### config.mk
export PLATFORM = sky130hd
export DESIGN_NAME = lenet_result_argmax
export DESIGN_NICKNAME = d
export VERILOG_FILES = /design/src/rtl/lenet_pkg.sv /design/src/rtl/score_capture_regfile.sv /design/src/rtl/lenet_result_argmax.sv
export SDC_FILE = /design/constraint.sdc
export NUM_CORES = 1
export LEC_CHECK = 0
export ABC_AREA = 1
export CORE_MARGIN = 4
export CORE_UTILIZATION = 55
export CTS_BUF_LIST = sky130_fd_sc_hd__clkbuf_8
export DETAILED_ROUTE_END_ITERATION = 8
export PLACE_DENSITY = 0.8
export SETUP_SLACK_MARGIN = 0.05
export SYNTH_ARGS = -nofsm -noshare
export SYNTH_HDL_FRONTEND = slang
export SYNTH_SLANG_ARGS = --single-unit
export TNS_END_PERCENT = 10
### constraint.sdc
create_clock -name clk -period 2.5 [get_ports clk]
set_input_delay 0.5 -clock clk [delete_from_list [all_inputs] [get_ports clk]]
set_output_delay 0.5 -clock clk [all_outputs]
set_load 0.05 [all_outputs]
### src/rtl/lenet_pkg.sv
// Shared constants and state encoding for the LeNet result-argmax stage.
package lenet_pkg;
    localparam int         NUM_CLASS   = 10;
    localparam int         SCORE_WIDTH = 8;
    localparam logic [3:0] CLASS_ERR   = 4'hF;

    typedef enum logic [1:0] {CAPTURE, SCAN, HOLD} state_e;
endpackage

### src/rtl/score_capture_regfile.sv
// Snooped FC2 score registers with a written-mask and an indexed read port for the scan.
module score_capture_regfile
    import lenet_pkg::*;
#(
    parameter int NUM_CLASS   = lenet_pkg::NUM_CLASS,
    parameter int SCORE_WIDTH = lenet_pkg::SCORE_WIDTH,
    parameter int WADDR_WIDTH = 2
) (
    input  logic                          clk,
    input  logic                          srstn,
    input  logic                          wr_en,
    input  logic [3:0]                    bytemask,
    input  logic [WADDR_WIDTH-1:0]        waddr,
    input  logic [SCORE_WIDTH-1:0]        wdata,
    input  logic                          clr_mask,
    input  logic [3:0]                    rd_idx,
    output logic signed [SCORE_WIDTH-1:0] rd_score,
    output logic                          mask_full
);
    logic [NUM_CLASS-1:0][SCORE_WIDTH-1:0] score_q, score_d;
    logic [NUM_CLASS-1:0]                  mask_q, mask_d;

    // Each index owns a fixed (address, lane) pair; indices past NUM_CLASS simply have no register.
    for (genvar i = 0; i < NUM_CLASS; i++) begin : g_idx
        localparam int                     LANE = i % 4;
        localparam logic [WADDR_WIDTH-1:0] ADDR = WADDR_WIDTH'(i / 4);
        logic hit;
        assign hit       = wr_en && !bytemask[LANE] && (waddr == ADDR);
        assign score_d[i] = hit ? wdata : score_q[i];
        assign mask_d[i]  = hit | (mask_q[i] & ~clr_mask);
    end

    always_ff @(posedge clk or negedge srstn) begin
        if (!srstn) begin
            score_q <= '0;
            mask_q  <= '0;
        end else begin
            score_q <= score_d;
            mask_q  <= mask_d;
        end
    end

    assign rd_score  = (rd_idx < 4'(NUM_CLASS)) ? score_q[rd_idx] : '0;
    assign mask_full = &mask_q;
endmodule

### src/rtl/lenet_result_argmax.sv
// Captures FC2 class scores off the SRAM_f write port and reports the argmax on a valid/ready port.
module lenet_result_argmax
    import lenet_pkg::*;
#(
    parameter int NUM_CLASS   = lenet_pkg::NUM_CLASS,
    parameter int SCORE_WIDTH = lenet_pkg::SCORE_WIDTH,
    parameter int WADDR_WIDTH = 2
) (
    input  logic                          clk,
    input  logic                          srstn,
    input  logic                          sram_write_enable_f,
    input  logic [3:0]                    sram_bytemask_f,
    input  logic [WADDR_WIDTH-1:0]        sram_waddr_f,
    input  logic [SCORE_WIDTH-1:0]        sram_wdata_f,
    input  logic                          fc2_done,
    output logic                          result_valid,
    input  logic                          result_ready,
    output logic [3:0]                    result_class,
    output logic signed [SCORE_WIDTH-1:0] result_score,
    output logic                          result_error,
    output logic                          busy,
    output logic                          overrun
);
    localparam logic [3:0] LAST_IDX = 4'(NUM_CLASS - 1);

    state_e                        state_q, state_d;
    logic                          fc2_q;
    logic [3:0]                    idx_q, idx_d;
    logic signed [SCORE_WIDTH-1:0] best_q, best_d;
    logic [3:0]                    best_idx_q, best_idx_d;
    logic                          valid_q, valid_d;
    logic [3:0]                    class_q, class_d;
    logic signed [SCORE_WIDTH-1:0] score_q, score_d;
    logic                          error_q, error_d;
    logic                          busy_q, busy_d;
    logic                          overrun_q, overrun_d;

    logic                          wr_req, cap_wr, fc2_rise, clr_mask, mask_full;
    logic signed [SCORE_WIDTH-1:0] rd_score;

    assign wr_req   = !sram_write_enable_f && (sram_bytemask_f != 4'hF);
    assign cap_wr   = wr_req && (state_q == CAPTURE);
    assign fc2_rise = fc2_done && !fc2_q;

    score_capture_regfile #(
        .NUM_CLASS  (NUM_CLASS),
        .SCORE_WIDTH(SCORE_WIDTH),
        .WADDR_WIDTH(WADDR_WIDTH)
    ) u_regfile (
        .clk      (clk),
        .srstn    (srstn),
        .wr_en    (cap_wr),
        .bytemask (sram_bytemask_f),
        .waddr    (sram_waddr_f),
        .wdata    (sram_wdata_f),
        .clr_mask (clr_mask),
        .rd_idx   (idx_q),
        .rd_score (rd_score),
        .mask_full(mask_full)
    );

    always_comb begin
        state_d    = state_q;
        idx_d      = idx_q;
        best_d     = best_q;
        best_idx_d = best_idx_q;
        valid_d    = valid_q;
        class_d    = class_q;
        score_d    = score_q;
        error_d    = error_q;
        clr_mask   = 1'b0;
        overrun_d  = overrun_q | (wr_req && (state_q != CAPTURE));
        case (state_q)
            CAPTURE: begin
                if (fc2_rise) begin
                    state_d = SCAN;
                    idx_d   = '0;
                end
            end
            SCAN: begin
                // Strict compare keeps the lowest index on ties.
                if ((idx_q == '0) || (rd_score > best_q)) begin
                    best_d     = rd_score;
                    best_idx_d = idx_q;
                end
                idx_d = idx_q + 4'd1;
                if (idx_q == LAST_IDX) begin
                    state_d = HOLD;
                    valid_d = 1'b1;
                    if (mask_full) begin
                        class_d = best_idx_d;
                        score_d = best_d;
                        error_d = 1'b0;
                    end else begin
                        class_d = CLASS_ERR;
                        score_d = '0;
                        error_d = 1'b1;
                    end
                end
            end
            HOLD: begin
                if (result_ready) begin
                    state_d  = CAPTURE;
                    valid_d  = 1'b0;
                    clr_mask = 1'b1;
                end
            end
            default: state_d = CAPTURE;
        endcase
        busy_d = (state_d != CAPTURE);
    end

    always_ff @(posedge clk or negedge srstn) begin
        if (!srstn) begin
            state_q    <= CAPTURE;
            fc2_q      <= 1'b0;
            idx_q      <= '0;
            best_q     <= '0;
            best_idx_q <= '0;
            valid_q    <= 1'b0;
            class_q    <= '0;
            score_q    <= '0;
            error_q    <= 1'b0;
            busy_q     <= 1'b0;
            overrun_q  <= 1'b0;
        end else begin
            state_q    <= state_d;
            fc2_q      <= fc2_done;
            idx_q      <= idx_d;
            best_q     <= best_d;
            best_idx_q <= best_idx_d;
            valid_q    <= valid_d;
            class_q    <= class_d;
            score_q    <= score_d;
            error_q    <= error_d;
            busy_q     <= busy_d;
            overrun_q  <= overrun_d;
        end
    end

    assign result_valid = valid_q;
    assign result_class = class_q;
    assign result_score = score_q;
    assign result_error = error_q;
    assign busy         = busy_q;
    assign overrun      = overrun_q;
endmodule

==> results of run 1 <==
-- final cells by class --
cell class	instances	area, sq um
Clock buffer	18	248
Clock inverter	14	146
Fill cell	738	3000
Inverter	84	323
Multi-Input combinational cell	483	2570
Sequential cell	125	3130
Tap cell	136	170
Timing Repair Buffer	88	872
-- power breakdown --
part	total (mW)	internal, mW	switching (mW)
registers	3.39	2.92	0.462
logic	7.13	2.97	4.16
clock network	1.76	0.909	0.854
total	12.3	6.80	5.47
-- critical path, stage by stage, from the launching register on --
cell and delay (ps):
dfrtp_2 420, clkinv_4 120, buf_12 150, clkbuf_16 150, o21ai_1 120, nand2_1 90
nand2_1 80, and3_4 180, inv_1 40, ha_1 280, a21oi_1 170, nand2_1 90
nand2_2 100, nand2_2 60, nand2_2 90, nand3_4 170, buf_12 200, nand3_4 60
nand3_2 90, nand2_1 80, inv_1 30
-- layer usage --
layer / share of wire, % / vias to the layer above
met1: 39 / 2590
met3: 6.6 / 46
met4: 3.1 / 0
met5: 0 / -
met2: 51 / 228
li1: - / 2496
-- through the flow --
step                      power (mW)  util, %  setup slack, ps
after global placement          8.81     64.6             -196
final                           12.3     71.3             -373
after CTS                       11.2     69.1             -262
after global routing            13.1     71.3             -479
after detailed placement        9.13     64.6             -332
after floorplan                 7.28        -             14.4
-- state kept, by name, indices dropped and copies added (netlist names) --
register and cells:
u_regfile.score_q 80, u_regfile.mask_q 10, best_q 8, result_score 8, best_idx_q 4, idx_q 4, result_class 4, state_q 2
busy 1, fc2_q 1, overrun 1, result_error 1, result_valid 1
-- cell usage in the layout (no fill, tap or decap), drive strengths merged, types with 4 or more instances in the layout --
cell type	Yosys	layout
clkinv	0	10
nor3	6	6
a21oi	20	20
dfrtp	125	125
ha	11	11
buf	19	53
inv	84	83
clkdlybuf4s50	0	33
o21ai	146	146
nor2	46	46
nand2	181	182
and3	4	4
or2	4	4
clkbuf	13	20
nand3	47	47
-- worst max-delay path by stage --
| stage | from | end | slack [ps] |
|---|---|---|---|
| finish | idx_q[0] | result_class[1] | -370 |
| global route | idx_q[0] | result_class[1] | -480 |
| CTS | idx_q[0] | result_class[1] | -260 |
| detailed placement | idx_q[0] | best_q[4] | -330 |
| global placement | idx_q[0] | best_q[5] | -200 |
| floorplan | idx_q[0] | best_q[1] | 10 |
-- kinds of logic after synthesis --
| kind of cell | Yosys count | synth area share, % |
|---|---|---|
| AND/OR/NAND/NOR | 292 | 21.6 |
| AO/OA/AOI/OAI | 177 | 15.5 |
| flip-flops | 125 | 52.3 |
| buffers and inverters | 116 | 8.04 |
| adder cells (fa/ha/maj) | 11 | 2.30 |
| XOR/XNOR | 2 | 0.293 |
-- repair_timing --
item,in CTS,in global routing
buffers inserted,1,4
pin swaps,1,32
hold buffers,0,0
endpoints found under the setup margin,24,24
cloned,1,3
resized for setup,16,52
==> flow_summary_export.csv, run 1 <==
group,metric,value,unit
outcome,status,"complete, but fails checks",
outcome,violations,"setup timing",
place,dp_cells,907,
synth,syn_nets,753,
worst_setup_path,start_kind,"flip-flop",
global_routing,grt_pass1_wl,25700,microns
pwr,p_per_area,1640,mW/mm^2
routing,drc,0,
worst_setup_path,regToRegStartpoint,"idx_q[0]",
pwr,peakVddDrop,1030,uV
floorplanning,initial_core_util,57.1,%
place,dpl_cell_area,0.00675,sq mm
final_layout,final-instance-count-excl-fill,948,
clock_network,clk_path_buf_depth,2,
routing,dr.pass1.iters,5,
global_routing,grt_use_met3,6.63,%
worst_setup_path,reg2reg_to,"result_class[1]",
routing,via_per_inst,5.65,
floorplanning,io_pins,35,
clock_network,cts.sink_count,125,
clock_network,clk_pin_slew_worst_paths,80,ps
timing,clock.fmax,348,MHz
timing,finalClockSkew,16.3,ps
final_layout,fin_nets,829,
synth,synth_cell_types,38,
timing,slew_violations,0,
synth,avgSynthCellArea,8.27,sq um
final_layout,n_antenna_cell,0,
routing,wl,15900,microns
synth,yosys_warnings,0,
final_layout,fin_area,0.00746,sq mm
timing,period_share,115,%
timing,hold_viol,0,
final_layout,area_growth_syn_to_layout,24.9,%
routing,drt_iter0_markers,529,
global_routing,top_usage_layer,"met2",
worst_setup_path,critPathKind,"flip-flop to flip-flop",
synth,synth-edff-count,0,
worst_setup_path,cp_max_fo,7,
synth,synth_common_cells,"nand2_1, o21ai_0, dfrtp_1",
timing,tightest_slew,701,ps
place,gp_congestion,0.967,
floorplanning,die_w,112,microns
synth,synthCells,723,
clock_network,cts_tree,"built",
synth,synth_area_leaders,"dfrtp_1, o21ai_0, nand2_1",
worst_setup_path,r2r_cells,20,
global_routing,antenna_found_initial,0,
timing,relSlewSlack,53.3,%
timing,worst_slack,-373,ps
clock_network,cts_inserted_buffers,17,
floorplanning,die_y,112,microns
worst_setup_path,cp.required,2840,ps
routing,num_vias,5360,
global_routing,grt_max_degree,55,
global_routing,grtUsageMet2,42.6,%
synth,synth_ff_type,"dfrtp_1",
floorplanning,dieArea,0.0126,sq mm
place,hpwl,10400,microns
floorplanning,core_area,0.0105,sq mm
synth,syn-cell-area,0.00598,sq mm
pwr,p_leak,3.62,nW
final_layout,drive_gt1_share,19.2,%
global_routing,met1_usage,31.2,%
worst_hold_path,hp-class,"input port to async pin",
routing,ant_nets,0,
synth,synth_top_area_share,52.3,%
synth,post-synth-top-area-cell,"dfrtp_1",
clock_network,cts-htree-levels,4,
worst_setup_path,r2r_setup_slack,-370,ps
routing,wl_per_cell,16.8,microns
synth,yosysSeqAreaShare,52.3,%
worst_setup_path,critPathCaptureType,"flip-flop",
floorplanning,num_rows,37,
clock_network,cts.root.buffer_cell,"clkbuf_8",
global_routing,gr-total-overflow,0,
flow_run,drv_cap,0,
worst_setup_path,arrival,3210,ps
synth,synthArstFlopShare,100,%
global_routing,grt_pass1_vias,5432,
timing,whs,87.9,ps
place,portBuffers,34,
synth,synth-seq-cells,125,
timing,post-route-min-period,2870,ps
timing,fin_tns_setup,-7640,ps
timing,rsz0062_at_grt,"yes",
global_routing,grt.total_usage,25.5,%
clock_network,clk_latency,460,ps
timing,setup_viol,24,
synth,synth_most_common_cell,"nand2_1",
Power figures use the tool's default switching activity.
==> run 2, diff against run 1 <==
- CAP_MARGIN: default -> 20
==> results of run 2 <==
No change in the layout: final DEF, timing and power equal those of run 1.
==> run 3, diff against run 2 <==
- CORE_UTILIZATION: 55 -> 54
- CTS_BUF_LIST: sky130_fd_sc_hd__clkbuf_8 -> sky130_fd_sc_hd__clkbuf_16
- PLACE_DENSITY: 0.8 -> 0.79
==> run 3 against run 2 <==
Effect of this change: the flow still finishes with violations (setup timing); cell area grew 6.7%; maximum frequency shrank 5.3%; setup slack got worse by 160 ps; cell count increased by 1.3%; die area up 1.7%; critical path depth shrank 2; sequential share of layout area down 2.6 points; register-to-register slack got worse by 160 ps; core utilization up 2.1 points; critical path type unchanged; critical endpoint is now result_class[0].
==> flow_summary_export.csv, run 3 (synthesis gave the netlist of run 1 again) <==
group,metric,value,unit
worst_setup_path,cp_cell_sequence,"buf_6 -> clkinvlp_4 -> a21oi_1 -> o21ai_0 -> a21oi_2 -> nor2_4 -> inv_2 -> ha_4 -> a21o_1 -> nor2_4 -> nand2_2 -> nand2_2 -> nand3_4 -> clkbuf_16 -> nand3_1 -> nand3_1 -> nand2_1 -> inv_1",
worst_setup_path,critical_path.max_stage_delay,420,ps
global_routing,grt_pass1_vias,5799,
final_layout,layout_commonest_cell,"nand2_1",
routing,via_per_inst,6.03,
worst_setup_path,cp_max_fo,6,
final_layout,fin_util,73.4,%
worst_setup_path,arrival,3340,ps
place,portBuffers,34,
timing,slew_violations,0,
floorplanning,die_y,113,microns
timing,rsz0062_at_grt,"yes",
flow_run,drv_cap,0,
global_routing,grt_max_degree,61,
timing,finalClockSkew,4.62,ps
timing,tightest_slew,617,ps
final_layout,reg.largest.list,"u_regfile.score_q: 80 flops, u_regfile.mask_q: 10 flops",
worst_setup_path,critPathTopFamily,"compound AO/OA/AOI/OAI gates",
floorplanning,die_w,113,microns
outcome,violations,"setup timing",
clock_network,cts.root.buffer_cell,"clkbuf_16",
routing,dr.pass1.iters,6,
floorplanning,io_pins,35,
place,dpl_cell_area,0.00681,sq mm
worst_setup_path,critPathBufInv,5,
timing,post-route-min-period,3030,ps
routing,wl,18600,microns
routing,wl_per_cell,19.4,microns
final_layout,drive_gt1_share,23.2,%
worst_setup_path,start_kind,"flip-flop",
timing,fin_tns_setup,-11060,ps
global_routing,grt.total_usage,27.7,%
final_layout,fin_area,0.00796,sq mm
timing,hold_viol,0,
floorplanning,initial_core_util,55.1,%
clock_network,clk_pin_slew_worst_paths,60,ps
final_layout,fin_nets,837,
floorplanning,num_rows,38,
timing,setup_viol,24,
final_layout,largest_reg_flops,80,
timing,relSlewSlack,58.7,%
global_routing,gr-total-overflow,0,
clock_network,clk_latency,420,ps
global_routing,antenna_found_initial,0,
final_layout,top_register,"u_regfile.score_q",
place,dp_slack,-212,ps
routing,drc,0,
worst_setup_path,cp.required,2810,ps
outcome,status,"complete, but fails checks",
routing,drt_iter0_markers,674,
final_layout,layout_common_cells,"nand2_1, dfrtp_1, o21ai_0, inv_1, buf_4",
global_routing,grt_pass1_wl,27900,microns
worst_setup_path,critPathSlowestCell,"dfrtp_2",
worst_setup_path,critPathKind,"flip-flop to flip-flop",
worst_hold_path,hp-class,"input port to async pin",
clock_network,clk_path_buf_depth,2,
worst_setup_path,critPathCaptureType,"flip-flop",
clock_network,cts_inserted_buffers,17,
floorplanning,dieArea,0.0128,sq mm
floorplanning,core_area,0.0108,sq mm
timing,worst_slack,-535,ps
routing,num_vias,5793,
final_layout,area_growth_syn_to_layout,33.2,%
clock_network,cts_tree,"built",
final_layout,n_antenna_cell,0,
place,hpwl,10500,microns
place,gp_congestion,0.853,
routing,ant_nets,0,
clock_network,cts-htree-levels,4,
timing,clock.fmax,330,MHz
timing,period_share,121,%
clock_network,cts.sink_count,125,
==> run 3: cell types whose count changed in the layout (fill, tap and decap cells not counted), moves of 5 or more <==
cell / change
clkbuf_8: -18
nand2_2: +6
ha_4: +5
clkbuf_16: +17
o21ai_2: +9
nand2_1: -6
o21ai_0: -12
==> run 3: through the flow <==
| step | hold slack (ps) | cells |
|---|---|---|
| after global placement | 440 | 915 |
| after global routing | 19.8 | 960 |
| after detailed placement | 448 | 915 |
| final | 0.279 | 960 |
| after CTS | 12.9 | 953 |
| after floorplan | 204 | 723 |
==> run 3: metal layers <==
layer | track usage, % | vias to the layer above | wire length [microns]
li1 | - | 2523 | -
met1 | 32.1 | 2793 | 6830
met2 | 46.7 | 356 | 9190
met3 | 6.15 | 121 | 1360
met4 | 17.2 | 0 | 1270
met5 | 0 | - | 0
==> run 3: final cells by class <==
cell class	count	area (sq um)
Tap cell	140	175
Multi-Input combinational cell	483	2730
Timing Repair Buffer	95	970
Clock buffer	17	425
Sequential cell	125	3130
Inverter	84	323
Clock inverter	15	203
Timing Repair inverter	1	7.51
Fill cell	668	2880
==> run 3: worst paths after layout <==
kind | to | slack [ps] | cells after the start | from
worst min register to register | overrun | 470 | 1 | overrun
max in group asynchronous | result_score[5] | 1860 | 2 | srstn
worst max register to register | result_class[0] | -530 | 18 | idx_q[0]
min in group clk | overrun | 470 | 1 | overrun
worst min-delay path | u_regfile.score_q[71] | 0.3 | 1 | srstn
worst max-delay path | result_class[0] | -530 | 18 | idx_q[0]
==> run 3: worst register-to-register path, delay by kind of cell, from the launching register on <==
kind                     cells  cell delay [ps]
AO/OA/AOI/OAI                4              920
adder cells (fa/ha/maj)      1              200
buffers and inverters        5              640
flip-flops                   1              420
AND/OR/NAND/NOR              8              720
==> run 3: what timing repair did <==
action,4_1_cts,5_1_grt
gates resized for setup,60,60
hold buffers,0,0
pin swaps,17,40
buffers inserted,3,5
cloned,3,2
endpoints found under the hold margin,0,0
endpoints found under the setup margin,24,24
Power of run 3 is not shown: default switching activity piles up to over one toggle a cycle in this logic, so the estimate is an artifact.
